`config.mk`:
```
export PLATFORM = sky130hd
export DESIGN_NAME = imem_boot_loader_flat
export DESIGN_NICKNAME = d
export VERILOG_FILES = /design/src/rtl/imem_boot_loader_if.sv /design/src/rtl/imem_boot_loader.sv /design/src/flat_wrapper.sv
export SDC_FILE = /design/constraint.sdc
export NUM_CORES = 1
export LEC_CHECK = 0
export CORE_MARGIN = 1
export CORE_UTILIZATION = 54
export CTS_CLUSTER_DIAMETER = 40
export CTS_CLUSTER_SIZE = 25
export DETAILED_ROUTE_END_ITERATION = 7
export MAX_ROUTING_LAYER = met4
export PLACE_DENSITY = 0.81
export SYNTH_ARGS = -nofsm -noshare
export SYNTH_HDL_FRONTEND = slang
export SYNTH_SLANG_ARGS = --single-unit
```
`constraint.sdc`:
```
create_clock -name clk -period 3.15 [get_ports clk]
set_clock_uncertainty 0.15 [all_clocks]
set_input_delay 0.315 -clock clk [delete_from_list [all_inputs] [get_ports clk]]
set_output_delay 0.315 -clock clk [all_outputs]
set_load 0.03 [all_outputs]
```
`src/rtl/imem_boot_loader_if.sv`:
```
// Byte-stream and instruction-memory write signals of the boot loader.
// master: byte source / memory side (the testbench); slave: the loader itself.
interface imem_boot_loader_if #(
  parameter int unsigned ADDR_W = 10
) ();
  logic              rx_valid;
  logic [7:0]        rx_data;
  logic              rx_ready;
  logic              imem_we;
  logic [ADDR_W-1:0] imem_waddr;
  logic [31:0]       imem_wdata;
  logic              start;
  logic              load_error;
  logic [ADDR_W:0]   words_loaded;

  modport master (
    output rx_valid, rx_data,
    input  rx_ready, imem_we, imem_waddr, imem_wdata, start, load_error, words_loaded
  );

  modport slave (
    input  rx_valid, rx_data,
    output rx_ready, imem_we, imem_waddr, imem_wdata, start, load_error, words_loaded
  );
endinterface

```
`src/rtl/imem_boot_loader.sv`:
```
// Loads a length-prefixed, checksummed byte-stream image into instruction memory and raises
// start once the whole image has been stored and its checksum verified.
module imem_boot_loader #(
  parameter int unsigned IMEM_WORD = 1024,
  parameter int unsigned ADDR_W    = $clog2(IMEM_WORD)
) (
  input logic               clk,
  input logic               reset,
  imem_boot_loader_if.slave bus
);

  typedef enum logic [2:0] {StLen, StData, StCsum, StDone, StErr} state_e;

  state_e            state_q, state_d;
  logic [1:0]        idx_q, idx_d;
  logic [23:0]       sh_q, sh_d;
  logic [ADDR_W:0]   len_q, len_d;
  logic [ADDR_W:0]   words_q, words_d;
  logic [7:0]        sum_q, sum_d;
  logic              ready_q, ready_d;
  logic              we_q, we_d;
  logic [ADDR_W-1:0] waddr_q, waddr_d;
  logic [31:0]       wdata_q, wdata_d;
  logic              start_q, start_d;
  logic              err_q, err_d;

  logic        accept;
  logic [31:0] assembled;

  assign accept    = bus.rx_valid & ready_q;
  // The three previous bytes sit in sh_q; the current byte completes a LEN or data word.
  assign assembled = {bus.rx_data, sh_q};

  always_ff @(posedge clk) begin
    if (reset) begin
      state_q <= StLen;
      idx_q   <= '0;
      sh_q    <= '0;
      len_q   <= '0;
      words_q <= '0;
      sum_q   <= '0;
      ready_q <= 1'b0;
      we_q    <= 1'b0;
      waddr_q <= '0;
      wdata_q <= '0;
      start_q <= 1'b0;
      err_q   <= 1'b0;
    end else begin
      state_q <= state_d;
      idx_q   <= idx_d;
      sh_q    <= sh_d;
      len_q   <= len_d;
      words_q <= words_d;
      sum_q   <= sum_d;
      ready_q <= ready_d;
      we_q    <= we_d;
      waddr_q <= waddr_d;
      wdata_q <= wdata_d;
      start_q <= start_d;
      err_q   <= err_d;
    end
  end

  always_comb begin
    state_d = state_q;
    idx_d   = idx_q;
    sh_d    = sh_q;
    len_d   = len_q;
    words_d = words_q;
    sum_d   = sum_q;
    we_d    = 1'b0;
    waddr_d = waddr_q;
    wdata_d = wdata_q;
    start_d = start_q;
    err_d   = err_q;

    if (accept) begin
      idx_d = idx_q + 2'd1;
      sh_d  = {bus.rx_data, sh_q[23:8]};
      unique case (state_q)
        StLen: begin
          if (idx_q == 2'd3) begin
            if (assembled > IMEM_WORD) begin
              state_d = StErr;
              err_d   = 1'b1;
            end else begin
              len_d   = assembled[ADDR_W:0];
              state_d = (assembled == 32'd0) ? StCsum : StData;
            end
          end
        end
        StData: begin
          sum_d = sum_q + bus.rx_data;
          if (idx_q == 2'd3) begin
            we_d    = 1'b1;
            // words_q is the index of the word being completed, so it never wraps.
            waddr_d = words_q[ADDR_W-1:0];
            wdata_d = assembled;
            words_d = words_q + (ADDR_W + 1)'(1);
            if (words_d == len_q) state_d = StCsum;
          end
        end
        StCsum: begin
          if (bus.rx_data == sum_q) begin
            state_d = StDone;
            start_d = 1'b1;
          end else begin
            state_d = StErr;
            err_d   = 1'b1;
          end
        end
        default: ;
      endcase
    end

    // Registered so ready stays low for the first cycle after reset.
    ready_d = (state_d == StLen) || (state_d == StData) || (state_d == StCsum);
  end

  always_comb begin
    bus.rx_ready     = ready_q;
    bus.imem_we      = we_q;
    bus.imem_waddr   = waddr_q;
    bus.imem_wdata   = wdata_q;
    bus.start        = start_q;
    bus.load_error   = err_q;
    bus.words_loaded = words_q;
  end

endmodule

```
`src/flat_wrapper.sv`:
```
// flat-port wrapper written by rule: the top's interface ports become plain ports
module imem_boot_loader_flat 
#(
  parameter int unsigned IMEM_WORD = 1024,
  parameter int unsigned ADDR_W    = $clog2(IMEM_WORD)
)
  (clk, reset, bus_rx_valid, bus_rx_data, bus_rx_ready, bus_imem_we, bus_imem_waddr, bus_imem_wdata, bus_start, bus_load_error, bus_words_loaded);
  imem_boot_loader_if #(.ADDR_W(ADDR_W)) bus_i ();
  input logic clk;
  input logic reset;
  input wire logic [$bits(bus_i.rx_valid)-1:0] bus_rx_valid;
  input wire logic [$bits(bus_i.rx_data)-1:0] bus_rx_data;
  output wire logic [$bits(bus_i.rx_ready)-1:0] bus_rx_ready;
  output wire logic [$bits(bus_i.imem_we)-1:0] bus_imem_we;
  output wire logic [$bits(bus_i.imem_waddr)-1:0] bus_imem_waddr;
  output wire logic [$bits(bus_i.imem_wdata)-1:0] bus_imem_wdata;
  output wire logic [$bits(bus_i.start)-1:0] bus_start;
  output wire logic [$bits(bus_i.load_error)-1:0] bus_load_error;
  output wire logic [$bits(bus_i.words_loaded)-1:0] bus_words_loaded;
  assign bus_i.rx_valid = bus_rx_valid;
  assign bus_i.rx_data = bus_rx_data;
  assign bus_rx_ready = bus_i.rx_ready;
  assign bus_imem_we = bus_i.imem_we;
  assign bus_imem_waddr = bus_i.imem_waddr;
  assign bus_imem_wdata = bus_i.imem_wdata;
  assign bus_start = bus_i.start;
  assign bus_load_error = bus_i.load_error;
  assign bus_words_loaded = bus_i.words_loaded;
  imem_boot_loader #(.IMEM_WORD(IMEM_WORD), .ADDR_W(ADDR_W)) u_core (.clk(clk), .reset(reset), .bus(bus_i));
endmodule
```
==> flow_metrics.env, run 1 <==
export IMPL_antenna_found_initial=0
export IMPL_drive_gt1_share_pct=4.685
export IMPL_rr_startpoint="u_core.bus.words_loaded[0]"
export IMPL_ys_ff_latch=105
export IMPL_cts_buffers=9
export IMPL_min_delay_path_class="input pin to register"
export IMPL_die_w_um=93.10
export IMPL_fp_row_count=32
export IMPL_syn_cell_area_um2=4482
export IMPL_synth_distinct_cells=40
export IMPL_yosysSeqAreaShare_pct=46.90
export IMPL_slew_violations=0
export IMPL_hold_buffers=0
export IMPL_clkLatencyLatePin_ns=0.37
export IMPL_layout_nets=635
export IMPL_r2r_slack_ns=0.58
export IMPL_ioPinCount=68
export IMPL_wire_per_inst_um=14.07
export IMPL_dp_hpwl_um=7087
export IMPL_fin_total_pwr_uw=2205
export IMPL_drt_iter0_markers=279
export IMPL_dominantRegCellSynth="dfxtp_1"
export IMPL_async_reset_ff_share_pct=0
export IMPL_cpMaxStageDelayCell="dfxtp_1"
export IMPL_vias=3913
export IMPL_fin_crit_sh_pct=81.43
export IMPL_period_minus_slack_ns=2.565
export IMPL_critPathMaxStageDelay_ns=0.49
export IMPL_start_kind="register"
export IMPL_ant_nets=0
export IMPL_synthTopCellsByCount="nand2_1 (163), dfxtp_1 (105), a21oi_1 (84), nor2_1 (44), clkbuf_1 (24)"
export IMPL_cts_root_buf="clkbuf_8"
export IMPL_power_density_nw_per_um2=410.8
export IMPL_crit_start="u_core.bus.words_loaded[0]"
export IMPL_finalSetupViolCount=0
export IMPL_cp_max_fo=6
export IMPL_rsz0062_at_grt="no"
export IMPL_crit_path_end_kind="register"
export IMPL_num_fill_cells=639
export IMPL_path_class="register to register"
export IMPL_grt_overflow_total=0
export IMPL_io_buffers=67
export IMPL_ys_warn_count=0
export IMPL_fmax_mhz=389.8
export IMPL_grt_pass1_wl_um=16580
export IMPL_synth_edf_count=0
export IMPL_die_h_um=93.10
export IMPL_routed_wl_um=10150
export IMPL_ctsResizeCount=0
export IMPL_holdWs_ns=0.2718
export IMPL_syn_nets=587
export IMPL_routabilityCongestion=0.8870
export IMPL_cts_clk_slew_worst_paths_ns=0.10
export IMPL_hold_path_startpoint="reset"
export IMPL_status="completed"
export IMPL_viasPerCell=5.427
export IMPL_clock_path_buffers=2
export IMPL_track_usage_pct=24.73
export IMPL_dieArea_um2=8668
export IMPL_cp_data_arrival_time_ns=2.67
export IMPL_core_um2=7888
export IMPL_dr_pass1_iters=5
export IMPL_cts_tree="yes"
export IMPL_yosysMostFrequentCell="nand2_1"
export IMPL_ir_worst_vdd_mv=0.2354
export IMPL_drc=0
export IMPL_first_global_vias=3534
export IMPL_synth_largest_area_cell="dfxtp_1"
export IMPL_slew_headroom_pct=56.94
export IMPL_avgSynthCellArea_um2=7.918
export IMPL_area_growth_pct=19.77
export IMPL_tightest_slew_ns=0.6459
export IMPL_postCtsSetupBuffers=0
export IMPL_cellLeakagePower_uw=0.001881
export IMPL_path_cells="ha_1 > nand4_2 > nor2_1 > xnor2_1 > a2111oi_1 > nand4_1 > a211o_1 > nor2b_1"
export IMPL_htree_levels=3
export IMPL_synth_area_leaders="dfxtp_1 (47%), nand2_1 (14%), a21oi_1 (9.4%)"
export IMPL_cp_data_required_time_ns=3.26
export IMPL_grt_max_degree=60
export IMPL_timing_setup_tns_ns=0
export IMPL_start_util_pct=56.82
export IMPL_drv_cap=0
export IMPL_clock_sinks=105
export IMPL_n_antenna_cell=0
export IMPL_synthCells=566
export IMPL_hold_viol=0
export IMPL_synth_top_area_share_pct=46.90
cells in the final DEF (no fill, tap or decap), types with 2 or more instances in the layout:
master / n
clkinvlp_4: 4
a211oi_1: 3
a21oi_1: 84
o211ai_1: 2
mux2i_1: 12
clkdlybuf4s50_1: 66
nand3b_1: 2
buf_4: 7
nor3_1: 7
nand3_1: 5
nor4_1: 9
xnor2_1: 21
nor3_2: 2
nand4_1: 6
and2_1: 3
ha_1: 9
a31oi_1: 3
nor2b_1: 4
and3_1: 3
clkbuf_8: 9
inv_1: 8
a21o_1: 2
dfxtp_1: 105
xor2_1: 10
nand2_1: 163
o21ai_1: 2
nand2b_1: 3
nor2_1: 44
o21ai_0: 5
report_power, final:
group / leakage [uW] / switching [uW] / total [uW] / internal [uW]
Sequential: 0.000847 / 10.6 / 1350 / 1340
Combinational: 0.000954 / 63.4 / 99.2 / 35.8
Clock: 0.0000794 / 467 / 759 / 292
path summary, 6_finish.rpt:
path                                                  end  depth (start not counted)
worst min register to register  u_core.bus.imem_wdata[11]                          2
worst max-delay path                    u_core.state_q[0]                          8
worst max register to register          u_core.state_q[0]                          8
worst min-delay path                      u_core.idx_q[0]                          2
per-stage QoR:
step           utilization [%]  instances  instance area, um^2  setup WS, ns
2_1_floorplan                -        566                 4482        0.6665
3_3_place_gp             65.78        705                 5189        0.5009
3_5_place_dp             65.78        705                 5189        0.4197
4_1_cts                  68.05        721                 5368        0.6090
5_1_grt                  68.05        721                 5368        0.3268
6_report                 68.05        721                 5368        0.5848
final cells by class:
class	instances	area (um^2)	share of cell area, %
clock inverter	7	55.05	1.026
timing repair buffer	75	738.2	13.75
multi-input combinational	415	2191	40.82
clock buffer	9	123.9	2.308
inverter	8	30.03	0.5594
sequential	105	2102	39.16
tap	102	127.6	2.378
cells by family after synthesis:
kind of cell             share of synthesized area [%]
buffers and inverters                            4.216
XOR/XNOR                                         6.058
adder cells (fa/ha/maj)                          2.959
AND/OR/NAND/NOR                                  24.29
flip-flops                                       46.90
multiplexers                                     2.680
AO/OA/AOI/OAI                                    12.90
critical path: cells and delay by family (launching register included):
kind            cells  cell delay (ns)
xor+xnor            1             0.08
simple gates        4             0.77
fa+ha+maj           1             0.32
flops               1             0.49
compound gates      2             0.66
flip-flops by register name, indices dropped and copies added (netlist names):
signal	count
u_core.bus.imem_wdata	32
u_core.sh_q	24
u_core.bus.words_loaded	11
u_core.len_q	11
u_core.bus.imem_waddr	10
u_core.sum_q	8
u_core.state_q	3
u_core.idx_q	2
u_core.bus.imem_we	1
u_core.bus.load_error	1
u_core.bus.rx_ready	1
u_core.bus.start	1
routing by layer:
metal | part of all wire, % | track usage [%] | up-vias | wire, um
met1 | 44 | 28.80 | 1820 | 4435
li1 | - | - | 1965 | -
met2 | 51 | 42.89 | 116 | 5133
met3 | 4.4 | 5.122 | 12 | 448
met4 | 1.2 | 7.436 | 0 | 126
met5 | 0 | - | - | 0
No activity file was read; power rests on OpenSTA's default activity.
==> inputs of run 2 (changes only) <==
--- a/config.mk
+++ b/config.mk
@@ -6,12 +6,12 @@
 export NUM_CORES = 1
 export LEC_CHECK = 0
 export CORE_MARGIN = 1
-export CORE_UTILIZATION = 54
+export CORE_UTILIZATION = 48
 export CTS_CLUSTER_DIAMETER = 40
 export CTS_CLUSTER_SIZE = 25
 export DETAILED_ROUTE_END_ITERATION = 7
 export MAX_ROUTING_LAYER = met4
-export PLACE_DENSITY = 0.81
+export PLACE_DENSITY = 0.76
 export SYNTH_ARGS = -nofsm -noshare
 export SYNTH_HDL_FRONTEND = slang
 export SYNTH_SLANG_ARGS = --single-unit
==> constraint.sdc (replaced) <==
create_clock -name clk -period 2.2 [get_ports clk]
set_clock_uncertainty 0.15 [all_clocks]
set_input_delay 0.22 -clock clk [delete_from_list [all_inputs] [get_ports clk]]
set_output_delay 0.22 -clock clk [all_outputs]
set_load 0.03 [all_outputs]
==> run 2 against run 1 <==
Effect of this change: the run now ends with setup timing left; critical path type unchanged; via count increased by 6.0%; hold slack got worse by 0.071 ns; largest cell class unchanged; highest routed layer unchanged; combinational power increased by 64%; clock power increased by 82%; routed wire length increased by 11%; critical path depth unchanged.
==> flow_metrics.env, run 2 (synthesis gave the netlist of run 1 again) <==
export IMPL_status="finished with violations"
export IMPL_violations="setup timing"
export IMPL_fp_row_count=34
export IMPL_ant_nets=0
export IMPL_cts_buffers=9
export IMPL_tightest_slew_ns=0.3646
export IMPL_rsz0062_at_grt="yes"
export IMPL_holdWs_ns=0.2004
export IMPL_placed_cell_area_um2=5572
export IMPL_crit_path_end_kind="register"
export IMPL_rr_startpoint="u_core.bus.words_loaded[0]"
export IMPL_critPathMaxStageDelay_ns=0.53
export IMPL_io_buffers=67
export IMPL_slew_violations=0
export IMPL_routabilityCongestion=0.8840
export IMPL_grt_overflow_total=0
export IMPL_drt_iter0_markers=233
export IMPL_die_w_um=98.63
export IMPL_whs_path_depth=3
export IMPL_layout_setup_ws_ns=-0.06159
export IMPL_antenna_found_initial=0
export IMPL_r2r_slack_ns=-0.06
export IMPL_start_util_pct=50.41
export IMPL_r2r_end="u_core.state_q[1]"
export IMPL_cp_data_arrival_time_ns=2.42
export IMPL_min_delay_path_class="input pin to register"
export IMPL_cpMaxStageDelayCell="or4b_4"
export IMPL_drv_cap=0
export IMPL_dr_pass1_iters=4
export IMPL_fin_crit_sh_pct=102.8
export IMPL_cp_data_required_time_ns=2.35
export IMPL_vias=4149
export IMPL_drc=0
export IMPL_cp_max_fo=4
export IMPL_path_class="register to register"
export IMPL_first_global_vias=4014
export IMPL_cellLeakagePower_uw=0.002183
export IMPL_dp_hpwl_um=7692
export IMPL_cts_root_buf="clkbuf_8"
export IMPL_cts_clk_slew_worst_paths_ns=0.10
export IMPL_area_growth_pct=32.55
export IMPL_dieArea_um2=9728
export IMPL_dp_slack_ns=-0.3755
export IMPL_num_fill_cells=742
export IMPL_grt_max_degree=80
export IMPL_viasPerCell=5.374
export IMPL_instances_no_fill=772
export IMPL_finalSetupViolCount=3
export IMPL_hold_path_startpoint="reset"
export IMPL_period_minus_slack_ns=2.262
export IMPL_final_common_cell="nand2_1"
export IMPL_clkLatencyLatePin_ns=0.37
export IMPL_largest_reg_flops=32
export IMPL_min_to="u_core.sum_q[7]"
export IMPL_clock_sinks=105
export IMPL_power_density_nw_per_um2=583.8
export IMPL_hold_buffers=0
export IMPL_htree_levels=3
export IMPL_start_kind="register"
export IMPL_fmax_mhz=442.2
export IMPL_ir_worst_vdd_mv=0.4439
export IMPL_grt_pass1_wl_um=18440
export IMPL_core_um2=8891
export IMPL_cts_tree="yes"
export IMPL_dp_cells=752
export IMPL_postLayoutCellArea_um2=5941
export IMPL_slew_headroom_pct=75.35
export IMPL_track_usage_pct=24.12
export IMPL_clock_path_buffers=2
export IMPL_n_antenna_cell=0
export IMPL_die_h_um=98.63
export IMPL_wire_per_inst_um=14.54
export IMPL_path_cells="ha_4 > nand2_2 > or4b_4 > a22oi_2 > nand4_1 > buf_4 > a31oi_4 > nor2b_2"
export IMPL_drive_gt1_share_pct=14.46
export IMPL_routed_wl_um=11230
export IMPL_hold_viol=0
export IMPL_ioPinCount=68
export IMPL_final_cell_mix="nand2_1 (162), dfxtp_1 (97), a21oi_1 (84)"
export IMPL_r2r_cells=8
export IMPL_layout_nets=680
export IMPL_timing_setup_tns_ns=-0.1306
-- run 2: cell types whose count changed in the layout (fill, tap and decap cells not counted), sizes merged --
cell / previous run / this run
buf: 9 / 54
bufinv: 0 / 2
inv: 9 / 10
clkinvlp: 4 / 1
-- run 2: how the worst max path moves through the flow --
| stage | slack [ns] | endpoint | cells after the start | startpoint |
|---|---|---|---|---|
| after floorplan | 0.03 | u_core.state_q[0] | 8 | u_core.bus.words_loaded[3] |
| after global placement | -0.24 | u_core.bus.rx_ready | 9 | bus_rx_data[0] |
| after detailed placement | -0.38 | u_core.state_q[1] | 9 | bus_rx_data[0] |
| after CTS | -0.004 | u_core.state_q[0] | 7 | u_core.bus.words_loaded[0] |
| after global routing | -0.11 | u_core.state_q[0] | 7 | u_core.bus.words_loaded[7] |
| final | -0.06 | u_core.state_q[1] | 8 | u_core.bus.words_loaded[0] |
-- run 2: layer usage --
| layer | track usage, % | part of all wire (%) |
|---|---|---|
| met2 | 40.85 | 50 |
| met5 | - | 0 |
| met1 | 28.46 | 43 |
| met3 | 5.177 | 4.7 |
| met4 | 8.152 | 1.7 |
-- run 2: layout make-up --
class | count | area [um^2] | area share [%]
well taps | 108 | 135.1 | 2.275
clock buffers | 9 | 123.9 | 2.085
flip-flops and latches | 105 | 2117 | 35.64
repair buffers | 120 | 1121 | 18.87
clock inverters | 7 | 112.6 | 1.896
inverters | 8 | 30.03 | 0.5055
multi-input cells | 415 | 2301 | 38.73
-- run 2: report_power, final --
group | total, uW | internal, uW | switching [uW]
clock | 1380 | 665 | 715
sequential | 1930 | 1910 | 14.7
combinational | 163 | 66.9 | 96.4
-- run 2: repair_timing --
| action | CTS | global route |
|---|---|---|
| resized for setup | 8 | 12 |
| pin swaps | 4 | 3 |
| setup endpoints to repair | 3 | 4 |
| setup buffers | 2 | 2 |
-- run 2: critical path: cells and delay by family, from the launching register on --
family	cells	cell delay [ns]
AOI/OAI and AO/OA	2	0.34
adders and majority gates	1	0.17
buffers and inverters	1	0.20
DFF	1	0.38
and+or+nand+nor	4	0.97
-- run 2: per-stage QoR --
stage / power [uW] / util [%]
6_report: 3468 / 66.82
5_1_grt: 3593 / 66.82
4_1_cts: 3486 / 65.87
3_5_place_dp: 2127 / 62.67
3_3_place_gp: 2124 / 62.67
2_1_floorplan: 2053 / -
==> inputs of run 3 (changes only) <==
--- a/config.mk
+++ b/config.mk
@@ -5,13 +5,12 @@
 export SDC_FILE = /design/constraint.sdc
 export NUM_CORES = 1
 export LEC_CHECK = 0
-export CORE_MARGIN = 1
-export CORE_UTILIZATION = 48
+export CORE_UTILIZATION = 29
 export CTS_CLUSTER_DIAMETER = 40
 export CTS_CLUSTER_SIZE = 25
 export DETAILED_ROUTE_END_ITERATION = 7
 export MAX_ROUTING_LAYER = met4
-export PLACE_DENSITY = 0.76
+export PLACE_DENSITY = 0.51
 export SYNTH_ARGS = -nofsm -noshare
 export SYNTH_HDL_FRONTEND = slang
 export SYNTH_SLANG_ARGS = --single-unit
==> run 3 against run 2 <==
Effect of this change: the run still ends with setup timing left; register-to-register slack improved by 0.05 ns; cell area grew 4.0%; setup slack improved by 0.048 ns; total power rose by 8.7%; first-iteration DRC count is 9.9% lower; critical path type unchanged; combinational power rose by 8%; die area grew 64%; non-clock buffer count up 9; count of clock-buffer cells in the layout rose by 3; sequential cell count unchanged; utilization decreased by 26 points; critical endpoint is now u_core.state_q[0]; hold slack improved by 0.036 ns.
==> flow_metrics.env, run 3 (synthesis gave the netlist of run 1 again) <==
export IMPL_hold_viol=0
export IMPL_routed_wl_um=12130
export IMPL_wl_met1_um=5610
export IMPL_met3_length_um=460
export IMPL_antenna_found_initial=0
export IMPL_clock_sinks=105
export IMPL_violations="setup timing"
export IMPL_layout_nets=689
export IMPL_cp_top_family="simple AND/OR/NAND/NOR gates"
export IMPL_dr_pass1_iters=4
export IMPL_track_usage_pct=16.18
export IMPL_seq_area_um2=2117
export IMPL_r2r_end="u_core.state_q[0]"
export IMPL_start_util_pct=29.59
export IMPL_period_minus_slack_ns=2.214
export IMPL_final_common_cell="nand2_1"
export IMPL_fmax_mhz=451.7
export IMPL_worst_path_stages=7
export IMPL_drive_gt1_share_pct=15.75
export IMPL_dp_hpwl_um=8493
export IMPL_layout_setup_ws_ns=-0.01380
export IMPL_r2r_cells=7
export IMPL_final_cell_mix="nand2_1 (162), dfxtp_1 (97), a21oi_1 (83)"
export IMPL_fin_crit_sh_pct=100.6
export IMPL_hold_buffers=0
export IMPL_rsz0062_at_grt="yes"
export IMPL_first_global_vias=4014
export IMPL_wire_per_inst_um=14.09
export IMPL_die_w_um=126.3
export IMPL_io_buffers=67
export IMPL_power_density_nw_per_um2=609.9
export IMPL_cp_data_required_time_ns=2.26
export IMPL_critPathMaxStageDelay_ns=0.52
export IMPL_viasPerCell=4.787
export IMPL_start_kind="register"
export IMPL_cts_tree="yes"
export IMPL_clock_path_buffers=2
export IMPL_drt_iter0_markers=210
export IMPL_routabilityCongestion=0.8134
export IMPL_core_um2=15150
export IMPL_grt_overflow_total=0
export IMPL_status="finished with violations"
export IMPL_grt_max_degree=34
export IMPL_drv_cap=0
export IMPL_dp_slack_ns=-0.3294
export IMPL_die_h_um=126.3
export IMPL_fp_row_count=45
export IMPL_crit_path_end_kind="register"
export IMPL_ioPinCount=68
export IMPL_min_delay_path_class="input pin to register"
export IMPL_ant_nets=0
export IMPL_clkLatencyLatePin_ns=0.35
export IMPL_holdWs_ns=0.2363
export IMPL_grt_pass1_wl_um=19880
export IMPL_cpMaxStageDelayCell="or4b_4"
export IMPL_rr_startpoint="u_core.bus.words_loaded[1]"
export IMPL_r2r_slack_ns=-0.01
export IMPL_cts_buffers=9
export IMPL_route_met2_wl_um=6003
export IMPL_slew_headroom_pct=56.52
export IMPL_n_antenna_cell=0
export IMPL_crit_path_end="u_core.state_q[0]"
export IMPL_num_fill_cells=1491
export IMPL_cellLeakagePower_uw=0.002269
export IMPL_ir_worst_vdd_mv=0.3538
export IMPL_dieArea_um2=15960
export IMPL_path_buf_inv=0
export IMPL_multi_input_area_um2=2310
export IMPL_slew_violations=0
export IMPL_top_layer="met4"
export IMPL_largest_reg_flops=32
export IMPL_drc=0
export IMPL_timing_setup_tns_ns=-0.01380
export IMPL_area_growth_pct=37.88
export IMPL_path_cells="ha_4 > nand2_2 > or4b_4 > a22oi_2 > nand4_1 > a211o_1 > nor2b_1"
export IMPL_cp_max_fo=4
export IMPL_final_core_util_pct=40.80
export IMPL_cp_data_arrival_time_ns=2.28
export IMPL_cts_clk_slew_worst_paths_ns=0.07
export IMPL_tightest_slew_ns=0.6522
export IMPL_finalSetupViolCount=1
export IMPL_cts_root_buf="clkbuf_16"
export IMPL_crit_start="u_core.bus.words_loaded[1]"
export IMPL_htree_levels=3
export IMPL_vias=4122
export IMPL_path_class="register to register"
-- run 3: cell types whose count changed in the layout (fill, tap and decap cells not counted), sizes merged --
cell | previous run | this run
buf | 54 | 63
clkinvlp | 1 | 0
bufinv | 2 | 1
inv | 10 | 9
clkbuf | 9 | 12
-- run 3: layout make-up --
| class | count | area share (%) |
|---|---|---|
| multi-input cells | 415 | 37.38 |
| flip-flops and latches | 105 | 34.26 |
| repair buffers | 129 | 19.11 |
| clock buffers | 12 | 4.151 |
| well taps | 188 | 3.806 |
| clock inverters | 4 | 0.8099 |
| inverters | 8 | 0.4859 |
-- run 3: worst min path at each step --
stage                                         from                       end  cells after the start
after global placement    u_core.bus.imem_waddr[1]  u_core.bus.imem_waddr[1]                      2
after detailed placement  u_core.bus.imem_waddr[3]  u_core.bus.imem_waddr[3]                      2
after floorplan                     bus_rx_data[0]           u_core.sh_q[16]                      2
after CTS                                    reset           u_core.sum_q[7]                      2
after global routing                         reset           u_core.sum_q[7]                      2
final                                        reset           u_core.sum_q[7]                      2
-- run 3: metrics by stage --
step	std cells	instance area [um^2]	power (uW)
CTS	859	6095	3821
global placement	840	5732	2141
global route	861	6180	3923
floorplan	566	4512	2053
finish	861	6180	3769
detailed placement	840	5732	2143
-- run 3: repair_timing --
| action | CTS | global route |
|---|---|---|
| setup endpoints to repair | 3 | 4 |
| resized for setup | 7 | 13 |
| pin swaps | 6 | 4 |
| buffers inserted | 3 | 2 |
-- run 3: per-layer routing --
layer / vias up / track usage [%]
li1: 2084 / -
met4: 0 / 4.323
met3: 6 / 3.838
met1: 1944 / 19.40
met5: - / -
met2: 88 / 27.14
-- run 3: power by group --
part	switching [uW]	leakage [uW]	total (uW)	internal, uW
combinational	101	0.00126	176	74.6
clock	720	0.000153	1670	947
sequential	15.5	0.000852	1930	1910
-- run 3: worst register-to-register path: cells and delay by family (launching register included) --
family / cells / cell delay (ns)
AND/OR/NAND/NOR: 4 / 0.90
flip-flops: 1 / 0.37
adder cells (fa/ha/maj): 1 / 0.17
AO/OA/AOI/OAI: 2 / 0.50
